**src/rtl/fp_pkg.sv**
```systemverilog
// Shared definitions for the fp24 datapath blocks: field layout, op codes and
// the packed float type.
package fp_pkg;

    localparam int SIGN_BIT = 23;
    localparam int EXP_MSB  = 22;
    localparam int EXP_LSB  = 15;
    localparam int FRAC_W   = 15;
    localparam int BIAS     = 127;

    localparam logic [EXP_MSB-EXP_LSB:0] EXP_INF = 8'hFF;

    localparam logic [3:0] OP_ADD = 4'b0000;
    localparam logic [3:0] OP_SUB = 4'b0100;
    localparam logic [3:0] OP_MIN = 4'b0001;
    localparam logic [3:0] OP_MAX = 4'b0010;

    typedef struct packed {
        logic                     sign;
        logic [EXP_MSB-EXP_LSB:0] exp;
        logic [FRAC_W-1:0]        frac;
    } fp24_t;

    // What stage 2 has to do with the operation held in stage 1.
    typedef enum logic [1:0] {
        CLS_ZERO = 2'd0,
        CLS_EADD = 2'd1,
        CLS_ESUB = 2'd2,
        CLS_PASS = 2'd3
    } cls_e;

endpackage

```
**src/rtl/fp_lzc16.sv**
```systemverilog
// Leading-zero counter for a 16-bit mantissa; an all-zero input reports count 0
// and raises all_zero_o.
module fp_lzc16 (
    input  logic [15:0] in_i,
    output logic [3:0]  cnt_o,
    output logic        all_zero_o
);

    logic [3:0] cnt;

    // Scanning upward lets the highest set bit win.
    always_comb begin
        cnt = 4'd0;
        for (int i = 0; i < 16; i++) begin
            if (in_i[i]) cnt = 4'(15 - i);
        end
    end

    assign cnt_o      = cnt;
    assign all_zero_o = (in_i == 16'h0000);

endmodule

```
**src/rtl/fp_std_1.sv**
```systemverilog
// fp24 add/sub normalise-and-pack back end plus MIN/MAX pass-through.
// Two-stage valid/ready pipeline: S1 holds classification and lz count, S2 the packed result.
module fp_std_1
    import fp_pkg::*;
#(
    parameter int WIDTH = 24
) (
    input  logic             clk_i,
    input  logic             rst_ni,
    input  logic             valid_i,
    output logic             ready_o,
    input  logic [3:0]       op_i,
    input  logic [16:0]      add_mant_i,
    input  logic [15:0]      sub_mant_i,
    input  logic             max_sign_i,
    input  logic             min_sign_i,
    input  logic [WIDTH-1:0] max_result_i,
    input  logic [WIDTH-1:0] min_result_i,
    input  logic [7:0]       max_exp_i,
    output logic             valid_o,
    input  logic             ready_i,
    output logic [WIDTH-1:0] result_o,
    output logic             overflow_o
);

    logic             s1_valid_d, s1_valid_q;
    logic             s2_valid_d, s2_valid_q;
    cls_e             s1_cls_d, s1_cls_q;
    logic             s1_sign_d, s1_sign_q;
    logic [7:0]       s1_exp_d, s1_exp_q;
    logic [16:0]      s1_mant_d, s1_mant_q;
    logic [3:0]       s1_lz_d, s1_lz_q;
    logic [WIDTH-1:0] s1_pass_d, s1_pass_q;
    logic [WIDTH-1:0] s2_result_d, s2_result_q;
    logic             s2_ovf_d, s2_ovf_q;

    logic        s1_advance, accept, s2_load;
    logic [3:0]  lz_cnt;
    logic        lz_zero;
    logic [15:0] mant_n;
    logic signed [9:0] exp_s;
    fp24_t       packed_res;
    logic        packed_ovf;

    fp_lzc16 u_lzc (
        .in_i       (sub_mant_i),
        .cnt_o      (lz_cnt),
        .all_zero_o (lz_zero)
    );

    assign s1_advance = !s2_valid_q || ready_i;
    assign ready_o    = !s1_valid_q || s1_advance;
    assign accept     = valid_i && ready_o;
    assign s2_load    = s1_valid_q && s1_advance;

    assign s1_valid_d = ready_o ? valid_i : s1_valid_q;
    assign s2_valid_d = s1_advance ? s1_valid_q : s2_valid_q;

    always_comb begin
        s1_cls_d  = CLS_ZERO;
        s1_sign_d = max_sign_i;
        s1_exp_d  = max_exp_i;
        s1_lz_d   = lz_cnt;
        s1_mant_d = add_mant_i;
        s1_pass_d = max_result_i;
        case (op_i)
            OP_ADD, OP_SUB: begin
                if (max_sign_i == min_sign_i) begin
                    s1_cls_d = (max_exp_i == 8'h00 && add_mant_i == 17'h0) ? CLS_ZERO : CLS_EADD;
                end else begin
                    s1_cls_d  = lz_zero ? CLS_ZERO : CLS_ESUB;
                    s1_mant_d = {1'b0, sub_mant_i};
                end
            end
            OP_MAX: s1_cls_d = CLS_PASS;
            OP_MIN: begin
                s1_cls_d  = CLS_PASS;
                s1_pass_d = min_result_i;
            end
            default: s1_cls_d = CLS_ZERO;
        endcase
    end

    // Exponent is carried as 10-bit signed so both underflow and the +1 carry are visible.
    always_comb begin
        mant_n     = s1_mant_q[15:0];
        exp_s      = signed'({2'b00, s1_exp_q});
        packed_res = '0;
        packed_ovf = 1'b0;
        if (s1_cls_q == CLS_EADD && s1_mant_q[16]) begin
            mant_n = s1_mant_q[16:1];
            exp_s  = exp_s + 10'sd1;
        end else if (s1_cls_q == CLS_ESUB) begin
            mant_n = s1_mant_q[15:0] << s1_lz_q;
            exp_s  = exp_s - signed'({6'b000000, s1_lz_q});
        end
        if (exp_s <= 10'sd0 || !mant_n[15]) begin
            packed_res.sign = s1_sign_q;
        end else if (exp_s >= 10'sd255) begin
            packed_res.sign = s1_sign_q;
            packed_res.exp  = EXP_INF;
            packed_ovf      = 1'b1;
        end else begin
            packed_res.sign = s1_sign_q;
            packed_res.exp  = exp_s[7:0];
            packed_res.frac = mant_n[FRAC_W-1:0];
        end
    end

    always_comb begin
        s2_result_d = s2_result_q;
        s2_ovf_d    = s2_ovf_q;
        if (s2_load) begin
            case (s1_cls_q)
                CLS_PASS: begin
                    s2_result_d = s1_pass_q;
                    s2_ovf_d    = 1'b0;
                end
                CLS_EADD, CLS_ESUB: begin
                    s2_result_d = WIDTH'(packed_res);
                    s2_ovf_d    = packed_ovf;
                end
                default: begin
                    s2_result_d = '0;
                    s2_ovf_d    = 1'b0;
                end
            endcase
        end
    end

    always_ff @(posedge clk_i or negedge rst_ni) begin
        if (!rst_ni) begin
            s1_valid_q  <= 1'b0;
            s2_valid_q  <= 1'b0;
            s2_result_q <= '0;
            s2_ovf_q    <= 1'b0;
        end else begin
            s1_valid_q  <= s1_valid_d;
            s2_valid_q  <= s2_valid_d;
            s2_result_q <= s2_result_d;
            s2_ovf_q    <= s2_ovf_d;
        end
    end

    always_ff @(posedge clk_i) begin
        if (accept) begin
            s1_cls_q  <= s1_cls_d;
            s1_sign_q <= s1_sign_d;
            s1_exp_q  <= s1_exp_d;
            s1_mant_q <= s1_mant_d;
            s1_lz_q   <= s1_lz_d;
            s1_pass_q <= s1_pass_d;
        end
    end

    assign valid_o    = s2_valid_q;
    assign result_o   = s2_result_q;
    assign overflow_o = s2_ovf_q;

endmodule
```
**config.mk**
```make
export PLATFORM = sky130hd
export DESIGN_NAME = fp_std_1
export DESIGN_NICKNAME = d
export VERILOG_FILES = /design/src/rtl/fp_pkg.sv /design/src/rtl/fp_lzc16.sv /design/src/rtl/fp_std_1.sv
export SDC_FILE = /design/constraint.sdc
export NUM_CORES = 1
export LEC_CHECK = 0
export ABC_CLOCK_PERIOD_IN_PS = 2950
export CAP_MARGIN = 40
export CORE_MARGIN = 1.5
export CORE_UTILIZATION = 45
export DETAILED_ROUTE_END_ITERATION = 12
export PLACE_DENSITY = 0.73
export SETUP_SLACK_MARGIN = 0.2
export SYNTH_ARGS = -nofsm -noshare
export SYNTH_HDL_FRONTEND = slang
export SYNTH_HIERARCHICAL = 1
export SYNTH_SLANG_ARGS = --single-unit
```
**constraint.sdc**
```tcl
create_clock -name clk_i -period 2.95 [get_ports clk_i]
set_input_delay 0.885 -clock clk_i [delete_from_list [all_inputs] [get_ports clk_i]]
set_output_delay 0.885 -clock clk_i [all_outputs]
set_load 0.005 [all_outputs]
```
==> results.py <==
metrics = {
    "floorplan": {
        "initial_core_util_pct": 46.5,
        "dieArea_mm2": 0.0119,
        "ioPinCount": 126,
        "die_x_um": 109,
        "core-area_mm2": 0.0109,
        "fp.dieH_um": 109,
        "row_count": 38,
    },
    "route": {
        "drc": 0,
        "routed_wl_um": 14000,
        "route.met3.wl_um": 835,
        "wl_met1_um": 6040,
        "detailroute.via_count": 4399,
        "wl_per_cell_um": 18.3,
        "ant_nets": 0,
        "maxUsedRoutingLayer": "met4",
        "first_iter_violations": 272,
        "vias_per_cell": 5.74,
        "wl_met2_um": 6890,
        "dr.pass1.iters": 5,
    },
    "timing": {
        "hold_violations": 0,
        "tightest_slew_ns": 0.740,
        "slew_violations": 0,
        "setup_viol": 0,
        "fin_crit_sh_pct": 96.8,
        "fin_skew_ns": 0.00769,
        "fin_crit_ns": 2.86,
        "slew-limit-headroom_pct": 50.7,
        "rsz0062_at_grt": "true",
        "max_freq_mhz": 350,
        "holdWs_ns": 0.474,
    },
    "grt": {
        "gr-total-overflow": 0,
        "grt_pass1_vias": 4428,
        "grt_first_pass_wirelength_um": 21700,
        "grt_max_degree": 57,
        "grtUsageTotal_pct": 23.7,
        "antenna_found_initial": 0,
    },
    "layout": {
        "n_fill_cell": 885,
        "fin_area_mm2": 0.00713,
        "seqCellArea_mm2": 0.00236,
        "num_antenna_cells": 0,
        "drive_above_1_share_pct": 20.9,
        "final_common_cell": "clkdlybuf4s50_1",
        "layout_common_cells": "124 x clkdlybuf4s50_1, 56 x edfxtp_1, 45 x mux2_2",
        "nets": 731,
        "syn_to_final_growth_pct": 40.3,
        "multi_input_comb_area_mm2": 0.00270,
    },
    "worst_setup_path": {
        "cp_max_fo": 7,
        "crit_type": "reg -> reg",
        "rr_startpoint": "s1_exp_q[0]",
        "cp.arrival_ns": 3.11,
        "crit_path_start": "s1_exp_q[0]",
        "worstSetupStartpointType": "flip-flop",
        "worstSetupEndpointType": "flip-flop",
        "required_ns": 3.21,
    },
    "pwr": {
        "p_leak_nw": 2.66,
        "max-vdd-ir-drop_mv": 0.366,
        "p_per_area_mw_per_mm2": 480,
    },
    "placed_design": {
        "portBuffers": 125,
        "gp_congestion": 0.867,
        "place_area_mm2": 0.00663,
        "hpwl_um": 10400,
    },
    "clock_tree": {
        "path_clk_slew_ns": 0.06,
        "cts_buffers": 9,
        "h-tree-depth": 3,
        "cts.sinks": 83,
        "clockBufferDepth": 2,
        "clk_root_buffer_cell": "clkbuf_16",
        "insertion_delay_ns": 0.33,
        "holdBufCountCts": 0,
        "cts_tree": "built",
    },
    "hold_path": {
        "hold_class": "reg -> reg",
        "min_from": "result_o[23]",
    },
    "logic_synthesis": {
        "synth_fp_nets": 588,
        "avgSynthCellArea_um2": 10.6,
        "ys_types": 57,
        "async_reset_ff_share_pct": 32.5,
        "synth-seq-area-share_pct": 46.4,
        "synth_seq_cells": 83,
        "netlist_instances": 478,
        "synth.cell_area_mm2": 0.00508,
        "synth_edf_count": 56,
        "synth_top_area_share_pct": 33.1,
        "synthTopCellsByArea": "edfxtp_1 33%, dfrtp_1 13%, mux2_2 10%",
        "synthFlopType": "edfxtp_1",
        "ys.warnings.count": 6,
        "yosysTopAreaCell": "edfxtp_1",
    },
    "job": {
        "cap_violations": 0,
    },
    "run_status": {
        "status": "finished, final reports clean",
    },
}
per-stage QoR:
step	worst slack [ns]	setup TNS (ns)	instances	util (%)	power, mW
floorplan	0.202	0	478	-	1.83
global placement	0.0757	0	742	60.7	2.22
detailed placement	0.0334	0	742	60.7	2.24
CTS	0.154	0	762	63.9	3.40
global route	-0.0168	-0.109	766	65.2	3.58
finish	0.0946	0	766	65.2	3.42
layer usage:
metal  track usage [%]  up-vias
li1                  -     2125
met1              29.9     2086
met5                 0        -
met4              7.88        0
met3              3.14       19
met2              42.1      169
repair_timing:
| item | 4_1_cts | 5_1_grt |
|---|---|---|
| pin swaps | 3 | 9 |
| hold endpoints to repair | 0 | 0 |
| setup endpoints to repair | 17 | 18 |
| gates cloned | 0 | 1 |
| gates resized for setup | 7 | 22 |
| setup buffers | 4 | 3 |
registers in the layout (all words and copies together), names as in the netlist:
signal      count
s1_mant_q      17
overflow_o      1
s1_valid_q      1
result_o       24
valid_o         1
s1_sign_q       1
s1_lz_q         4
s1_exp_q        8
s1_cls_q        2
s1_pass_q      24
kinds of logic (layout without fill, tap and decap cells):
group | after synthesis | in the layout | synth area share (%)
compound gates | 138 | 138 | 18.1
simple gates | 137 | 137 | 13.4
flops | 83 | 83 | 46.4
mux | 65 | 65 | 15.2
buf+inv | 38 | 186 | 3.12
fa+ha+maj | 11 | 11 | 2.85
xor+xnor | 6 | 6 | 1.03
worst max-delay path, cell delays in order (launching register included):
cell	delay, ns
edfxtp_1	0.40
inv_2	0.10
ha_4	0.13
inv_2	0.04
fa_2	0.39
a21oi_4	0.19
o211ai_1	0.13
a221oi_2	0.32
buf_4	0.18
a2111oi_4	0.04
a41o_1	0.23
a211o_4	0.31
clkbuf_16	0.18
o21ai_2	0.12
cell usage after synthesis (3+ instances only):
| cell | instances |
|---|---|
| nor3_1 | 10 |
| nor2_1 | 35 |
| clkbuf_1 | 16 |
| a221o_1 | 4 |
| o21ai_2 | 10 |
| xnor2_1 | 4 |
| mux2i_1 | 14 |
| nand3_1 | 7 |
| nand2_1 | 38 |
| inv_1 | 15 |
| nand4_1 | 8 |
| and2_1 | 5 |
| o31ai_1 | 9 |
| a22oi_1 | 19 |
| nor4_1 | 7 |
| nand2b_1 | 10 |
| mux4_2 | 5 |
| ha_1 | 10 |
| o22ai_1 | 3 |
| o211ai_1 | 5 |
| a211oi_1 | 3 |
| and3_1 | 7 |
| o221ai_1 | 3 |
| mux2_2 | 46 |
| edfxtp_1 | 56 |
| o21ai_0 | 30 |
| a21oi_1 | 35 |
| dfrtp_1 | 27 |
| a31oi_1 | 3 |
report_power, final:
group	total (mW)	switching, mW	internal [mW]
logic	0.830	0.382	0.448
registers	1.44	0.0763	1.37
clock network	1.15	0.445	0.704
worst paths after layout:
path                       cells past startpoint            to  slack (ns)
min reg2reg                                    2  result_o[23]        0.47
max reg2reg                                   13   result_o[9]        0.09
max                                           13   result_o[9]        0.09
min in group asynchronous                      2  result_o[16]        0.93
max in group asynchronous                      2  result_o[12]        1.75
min                                            2  result_o[23]        0.47
cell type report:
class	count	share of cell area [%]
Sequential cell	83	33.0
Multi-Input combinational cell	357	37.8
Inverter	17	0.895
Clock inverter	5	0.807
Timing Repair Buffer	153	21.4
Clock buffer	11	3.54
Tap cell	140	2.46
No activity file was read; power rests on OpenSTA's default activity.
